==> src/rtl/weight_opt_pkg.sv <==
// weight_opt_pkg: shared widths, weight type and sequencer state encoding.
//   WW         - weight/delta width in bits
//   LANES      - weights per memory word (datapath lane count)
//   weight_t   - one signed weight
//   wu_state_e - weight_update_ctrl FSM states
package weight_opt_pkg;
    localparam int WW    = 10;
    localparam int LANES = 5;
    typedef logic signed [WW-1:0] weight_t;
    typedef enum logic [2:0] {IDLE, READ, LATCH, WRITE, FIN} wu_state_e;
endpackage

==> src/rtl/weight_update_ctrl.sv <==
// weight_update_ctrl: walks the weight RAM one group at a time, feeding each
// group to the external WeightUpdate datapath and writing its result back.
// Ports:
//   clk, rst_n                  - clock, asynchronous active-low reset
//   start, abort                - begin / terminate a pass
//   delta_in, sign_in           - update magnitude/direction, latched on start
//   busy, done, aborted         - status; done/aborted are one-cycle pulses
//   mem_addr, mem_rd_en         - RAM read (data valid the following cycle)
//   mem_rd_data                 - packed read data, lane 0 in LSBs
//   mem_wr_en, mem_wr_data      - RAM write back
//   dp_weight, dp_delta, dp_sign - operands presented to the datapath
//   dp_weight_new               - datapath result
module weight_update_ctrl
    import weight_opt_pkg::*;
#(
    parameter int WW         = weight_opt_pkg::WW,
    parameter int LANES      = weight_opt_pkg::LANES,
    parameter int NUM_GROUPS = 8,
    localparam int AW        = (NUM_GROUPS > 1) ? $clog2(NUM_GROUPS) : 1
) (
    input  logic                clk,
    input  logic                rst_n,
    input  logic                start,
    input  logic                abort,
    input  logic [WW-1:0]       delta_in,
    input  logic                sign_in,
    output logic                busy,
    output logic                done,
    output logic                aborted,
    output logic [AW-1:0]       mem_addr,
    output logic                mem_rd_en,
    input  logic [LANES*WW-1:0] mem_rd_data,
    output logic                mem_wr_en,
    output logic [LANES*WW-1:0] mem_wr_data,
    output logic [LANES*WW-1:0] dp_weight,
    output logic [WW-1:0]       dp_delta,
    output logic                dp_sign,
    input  logic [LANES*WW-1:0] dp_weight_new
);
    wu_state_e             state_q, state_d;
    logic [AW-1:0]         cnt_q, cnt_d;
    logic [LANES*WW-1:0]   wgt_q, wgt_d;
    logic [WW-1:0]         delta_q, delta_d;
    logic                  sign_q, sign_d;
    logic                  busy_q, busy_d;
    logic                  done_q, done_d;
    logic                  abt_q, abt_d;
    logic                  rd_q, rd_d;
    logic                  wr_q, wr_d;

    // Strobes and pulses are decided on the transition so every output
    // comes straight from a flop.
    always_comb begin
        state_d = state_q;
        cnt_d   = cnt_q;
        wgt_d   = wgt_q;
        delta_d = delta_q;
        sign_d  = sign_q;
        done_d  = 1'b0;
        abt_d   = 1'b0;
        rd_d    = 1'b0;
        wr_d    = 1'b0;
        case (state_q)
            IDLE: if (start) begin
                delta_d = delta_in;
                sign_d  = sign_in;
                cnt_d   = '0;
                state_d = READ;
                rd_d    = 1'b1;
            end
            READ: begin
                state_d = abort ? IDLE : LATCH;
                abt_d   = abort;
            end
            LATCH: if (abort) begin
                state_d = IDLE;
                abt_d   = 1'b1;
            end else begin
                wgt_d   = mem_rd_data;
                state_d = WRITE;
                wr_d    = 1'b1;
            end
            // The write strobe is already high this cycle, so abort only
            // stops the walk after the current group lands.
            WRITE: if (abort) begin
                state_d = IDLE;
                abt_d   = 1'b1;
            end else if (cnt_q == AW'(NUM_GROUPS - 1)) begin
                state_d = FIN;
                done_d  = 1'b1;
            end else begin
                cnt_d   = cnt_q + 1'b1;
                state_d = READ;
                rd_d    = 1'b1;
            end
            FIN: state_d = IDLE;
            default: state_d = IDLE;
        endcase
        busy_d = state_d != IDLE;
    end

    always_ff @(posedge clk or negedge rst_n) begin
        if (!rst_n) begin
            state_q <= IDLE;
            cnt_q   <= '0;
            wgt_q   <= '0;
            delta_q <= '0;
            sign_q  <= 1'b0;
            busy_q  <= 1'b0;
            done_q  <= 1'b0;
            abt_q   <= 1'b0;
            rd_q    <= 1'b0;
            wr_q    <= 1'b0;
        end else begin
            state_q <= state_d;
            cnt_q   <= cnt_d;
            wgt_q   <= wgt_d;
            delta_q <= delta_d;
            sign_q  <= sign_d;
            busy_q  <= busy_d;
            done_q  <= done_d;
            abt_q   <= abt_d;
            rd_q    <= rd_d;
            wr_q    <= wr_d;
        end
    end

    assign busy        = busy_q;
    assign done        = done_q;
    assign aborted     = abt_q;
    assign mem_addr    = cnt_q;
    assign mem_rd_en   = rd_q;
    assign mem_wr_en   = wr_q;
    assign mem_wr_data = dp_weight_new;
    assign dp_weight   = wgt_q;
    assign dp_delta    = delta_q;
    assign dp_sign     = sign_q;
endmodule
==> config.mk <==
export PLATFORM = sky130hd
export DESIGN_NAME = weight_update_ctrl
export DESIGN_NICKNAME = d
export VERILOG_FILES = /design/src/rtl/weight_opt_pkg.sv /design/src/rtl/weight_update_ctrl.sv
export SDC_FILE = /design/constraint.sdc
export NUM_CORES = 1
export LEC_CHECK = 0
export CAP_MARGIN = 20
export CORE_MARGIN = 1
export CORE_UTILIZATION = 37
export CTS_CLUSTER_SIZE = 12
export DETAILED_ROUTE_END_ITERATION = 6
export PLACE_DENSITY = 0.86
export SYNTH_ARGS = -nofsm -noshare
export SYNTH_HDL_FRONTEND = slang
export SYNTH_SLANG_ARGS = --single-unit
==> constraint.sdc <==
create_clock -name clk -period 4.8 [get_ports clk]
set_input_delay 0.96 -clock clk [delete_from_list [all_inputs] [get_ports clk]]
set_output_delay 0.96 -clock clk [all_outputs]
set_load 0.01 [all_outputs]
* After elaboration in Yosys (flattened, before gate mapping)
Cells that the tools add are included.
** Storage, ports and cells
- Word-level logic and storage cells :: 47
- Register bits after elaboration :: 72
- Output and inout bits :: 119
- Input bits :: 115
** Operators by class
- Eq/ne operators :: 7
- Bitwise logic cells :: 1
- Muxes and demuxes :: 21
- Add/subtract/negate cells :: 1
- Reductions and logical operators :: 7
** Operators by type and width (number)
- 3-bit two-way mux :: 6
- 3-bit one-hot mux with 4 select lines :: 1
- 1-bit two-way mux :: 9
- 3-bit by 2-bit == test with 1-bit output (second input constant) :: 2
- 2-bit inequality test (second input constant) :: 3
- 3-bit one-hot mux with 2 select lines :: 1
- 2-bit two-way mux :: 2
- 1-bit one-hot mux with 2 select lines :: 2
- 2-bit AND reduction :: 2
- 4-bit AND reduction :: 1
- 3-bit by 1-bit adder with 3-bit output (second input constant) :: 1
- 3-bit by 1-bit == test with 1-bit output (second input constant) :: 1
- 3-bit == test (second input constant) :: 1
- 3-bit logical NOT :: 1
- 3-bit nonzero test :: 1
- 2-bit nonzero test :: 1
- 2-bit OR reduction :: 1
- 1-bit inverter :: 1

* Logic depth before layout (Yosys ltp)
- Depth after elaboration :: 5
- Depth in mapped cells :: 5
- Mapped depth without buffers :: 5

* Worst setup path after synthesis
Ideal clock, no wire load.
- Path type :: input port to flip-flop
- From :: input port abort
- To :: register wgt_q[19] (netlist: dp_weight[19])
- Path slack :: 2.567 ns
- Cell stages on the path :: 4
- Arrival :: 2.108 ns
- Buffers on the path :: 2
- Setup time :: 0.125 ns
- Cells stage by stage :: clkbuf_1 > nor4b_4 > buf_6 > mux2_2
** Between the ends
- Cells in the longest elaborated chain, start to end :: 2
** RTL lines
- start, declared :: line weight_update_ctrl.sv:24 : input logic abort,
- 1-bit inverter (no source line)
- 2-bit AND reduction (no source line)
- end signal, assigned :: line weight_update_ctrl.sv:117 : wgt_q <= wgt_d;
- end, declared :: line weight_update_ctrl.sv:42 : logic [LANES*WW-1:0] wgt_q, wgt_d;
No other way between the ends.
A chain may end at the register's enable or synchronous reset.

* Final worst setup path
- From :: input port abort
- To :: register wgt_q[32] (netlist: dp_weight[32])
The elaborated chain is that of the path after synthesis.

==> impl_results.rst <==
.. list-table::
   :header-rows: 1

   * - Metric
     - Value
   * - Post-synthesis cell count
     - approximately 220
   * - Post-synth ARST share
     - 100%
   * - Post-layout total power
     - ~2.8 mW
   * - Worst-case setup slack after placement
     - just over 2 ns
   * - Via-per-instance ratio
     - around 4.6
   * - Met1 routing resource usage after global routing
     - between 10% and 20%
   * - CP cell instances
     - clkdlybuf4s50_1 > nor4b_4 > buf_4 > mux2_2
   * - Number of warning messages in the yosys log
     - 0
   * - Fin cells
     - between 400 and 500
   * - Flops & latches, synth
     - a little over 70
   * - Clk slew on worst S/H paths
     - 0.08 ns
   * - Internal Power
     - around 2.0 mW
   * - Launching element of the worst setup path
     - abort
   * - Wire length of the first global-routing pass
     - a little over 9000 microns
   * - Cell Area, Placed
     - around 4200 sq um
   * - Vias after detailed routing
     - slightly below 2000
   * - Initial core utilization
     - 38.5%
   * - Met3 Usage GRT
     - around 6.4%
   * - Maximum fanout along the worst path
     - 28
   * - CTS sink count
     - 72
   * - Overall fraction of global-route tracks in use
     - 13.7%
   * - Crit Path Category
     - in -> reg
   * - Final weighted congestion in routability-driven placement
     - about 0.66
   * - Number of buffer and inverter stages on the critical path
     - 2
   * - Gr busiest metal
     - met2
   * - Distinct cell type count of the synthesized netlist
     - 22
   * - Final nets
     - 424
   * - Total gr overflow
     - 0
   * - Tmin final
     - about 2.4 ns
   * - Number of instances resized during post-cts repair
     - 0
   * - Arrival time at the worst endpoint
     - around 2.6 ns
   * - Worst r2r dst
     - mem_addr[1]
   * - Post-CTS setup buffers
     - 0
   * - Final critical-path share of the clock period
     - between 40 and 50%
   * - CP startpoint kind
     - input port
   * - Class of the tightest hold or removal check
     - reg -> reg
   * - Post-route core utilization
     - between 50% and 60%
   * - Number of cells on the worst reg-to-reg path
     - 4
   * - Largest net degree at the start of global routing
     - 73
   * - Routed WL per cell
     - around 14 microns
   * - Switching pwr
     - 0.772 mW
   * - Net switching fraction of the power
     - roughly 28%
   * - Die Span X
     - 94.7 microns
   * - Core region area
     - a little over 8000 sq um
   * - Detailed placement HPWL
     - 4360 microns
   * - Maximum frequency from static timing analysis
     - about 0.42 GHz
   * - Commonest cells after routing, fill and taps aside
     - clkdlybuf4s50_1 (132), dfrtp_1 (72), mux2_2 (60), clkbuf_8 (10), a21oi_1 (4)
   * - Count of flip-flops with a built-in enable after synthesis
     - 0
   * - Sequential Power Share
     - between 30 and 40%
   * - Maximum single-stage delay on the critical path
     - about 0.57 ns
   * - Share of power burned in combinational logic
     - 42.2%
   * - Worst max-slew margin expressed relative to the limit
     - 41.2%
   * - Family with the most delay on the worst path
     - buffers and inverters
   * - Avg Cell Area, Syn
     - around 14 sq um
   * - Startpoint of the most critical register-to-register path
     - mem_addr[0]
   * - Met2 usage
     - between 20% and 30%
   * - Most common library cell in the layout ignoring fill and taps
     - clkdlybuf4s50_1
   * - Number of pins exceeding their max-slew limit in the final report
     - 0
   * - Power per unit of standard cell area
     - between 600 and 700 nW/um^2
   * - Max-Cap Viols
     - 0
   * - Final Hold Vio Count
     - 0
   * - Worst clock skew on the final layout
     - about 0.0097 ns
   * - TritonCTS clock tree
     - done
   * - Final cell area excluding filler cells
     - around 4400 sq um
   * - Most common flop cell mapped by yosys
     - dfrtp_1
   * - CP Depth
     - 4
   * - Result of the run
     - complete, no violations
   * - Antenna violations before repair
     - 0
   * - Detailed-route wire length
     - 6030 microns
   * - Later-pin clock latency in the skew report
     - between 0.3 and 0.4 ns
   * - Die height
     - 94.7 microns
   * - Share of post-route cells with drive strength above 1
     - 26.3%
   * - PnR worst setup slack
     - between 2 and 2.5 ns
   * - First-pass iteration count of the detailed router
     - 3
   * - Post-CTS Hold Buffers
     - 0
   * - Cell count after placement
     - 401
   * - Synthesized net count
     - between 300 and 400
   * - Synth Cell Area
     - roughly 3200 sq um
   * - FF-to-FF setup slack
     - approximately 3.0 ns
   * - CP required
     - approximately 5 ns
   * - Proportion of synthesized chip area in sequential cells
     - between 50% and 60%
   * - Share of power burned in the clock network
     - between 20% and 30%
   * - Crit end category
     - flip-flop
   * - # port buffers
     - ~130
   * - Worst vdd rail ir drop
     - approximately 0.31 mV
   * - Slew at the pin closest to its max-slew limit
     - 0.883 ns
   * - Max H-tree Level
     - 3
   * - Placement row count
     - 33
   * - End point of the critical path
     - dp_weight[32]
   * - Clock root cell
     - clkbuf_8
   * - I/O pin count
     - between 200 and 250
   * - Area growth syn-to-layout
     - 39.6%
   * - First DRT Iteration DRCs
     - 33
   * - Diode count
     - 0
   * - Setup repair after global routing missed its margin
     - no
   * - Fin Hold WS
     - a little under 0.5 ns
   * - Final setup violation count
     - 0
   * - Leak pwr
     - around 1.8 nW
   * - Master of the slowest instance on the critical path
     - clkdlybuf4s50_1
   * - Total CTS buffers
     - 9
   * - Setup tns final
     - 0 ns
   * - Die area
     - ~9000 sq um
   * - Number of global-route vias before repair
     - slightly below 2000
   * - Clock Path Buffers
     - 2
   * - DRC violation count after routing
     - 0
   * - Routed Antenna Nets
     - 0
## cells in the mapped netlist (2+ instances only)
cell type | number | area [sq um]
or3_1 | 2 | 12.5
nor4b_4 | 2 | 47.6
mux2_2 | 60 | 676
nor2b_1 | 2 | 12.5
a21oi_1 | 4 | 20.0
dfrtp_1 | 72 | 1800
buf_2 | 2 | 10.0
nor4b_1 | 2 | 17.5
ha_1 | 2 | 25.0
buf_4 | 52 | 390
nor3_1 | 3 | 15.0
buf_6 | 5 | 56.3
mux2_1 | 3 | 33.8
nand2_1 | 2 | 7.51
## worst reg2reg max path, cell delays in order, from the launching register on
cell and delay, ns:
dfrtp_1 0.42, ha_1 0.21, ha_1 0.22, nor4_1 0.48, mux2_2 0.40
## logic make-up after synthesis
kind of cell    Yosys count  synth area share [%]
xor+xnor                  1                 0.276
mux                      63                  22.3
flops                    72                  56.7
simple gates             19                  4.84
fa+ha+maj                 2                 0.787
buf+inv                  60                  14.5
compound gates            4                 0.630
## how the worst min path moves through the flow
stage | startpoint | depth (start not counted) | endpoint | slack, ns
2_1_floorplan | dp_weight[24] | 1 | dp_weight[24] | 0.53
3_3_place_gp | dp_weight[26] | 1 | dp_weight[26] | 0.47
3_5_place_dp | dp_weight[25] | 1 | dp_weight[25] | 0.47
4_1_cts | dp_weight[25] | 1 | dp_weight[25] | 0.49
5_1_grt | dp_weight[24] | 1 | dp_weight[24] | 0.52
6_report | dp_weight[25] | 1 | dp_weight[25] | 0.49
## registers in the layout, indices dropped and copies added (netlist names), 3 cells and up
| register | flops |
|---|---|
| dp_weight | 50 |
| mem_addr | 3 |
| state_q | 3 |
| dp_delta | 10 |
## area by class of cell
class	instances	area, sq um
fill	686	3820
sequential	72	1800
timing repair buffer	135	1340
multi-input combinational	89	917
clock buffer	11	141
tap	105	131
clock inverter	5	104
## power groups by stage
stage	registers (mW)	clock network [mW]	logic [mW]
3_3_place_gp	1.05	0	1.18
6_report	1.05	0.574	1.18
3_5_place_dp	1.06	0	1.20
5_1_grt	1.09	0.619	1.27
4_1_cts	1.05	0.595	1.20
2_1_floorplan	1.17	0	0.466
## metal layers
metal / routed length, microns / vias up
met2: 2860 / 126
li1: - / 879
met1: 2290 / 915
met3: 759 / 18
met4: 110 / 0
met5: 0 / -
No activity file was read; power rests on OpenSTA's default activity.
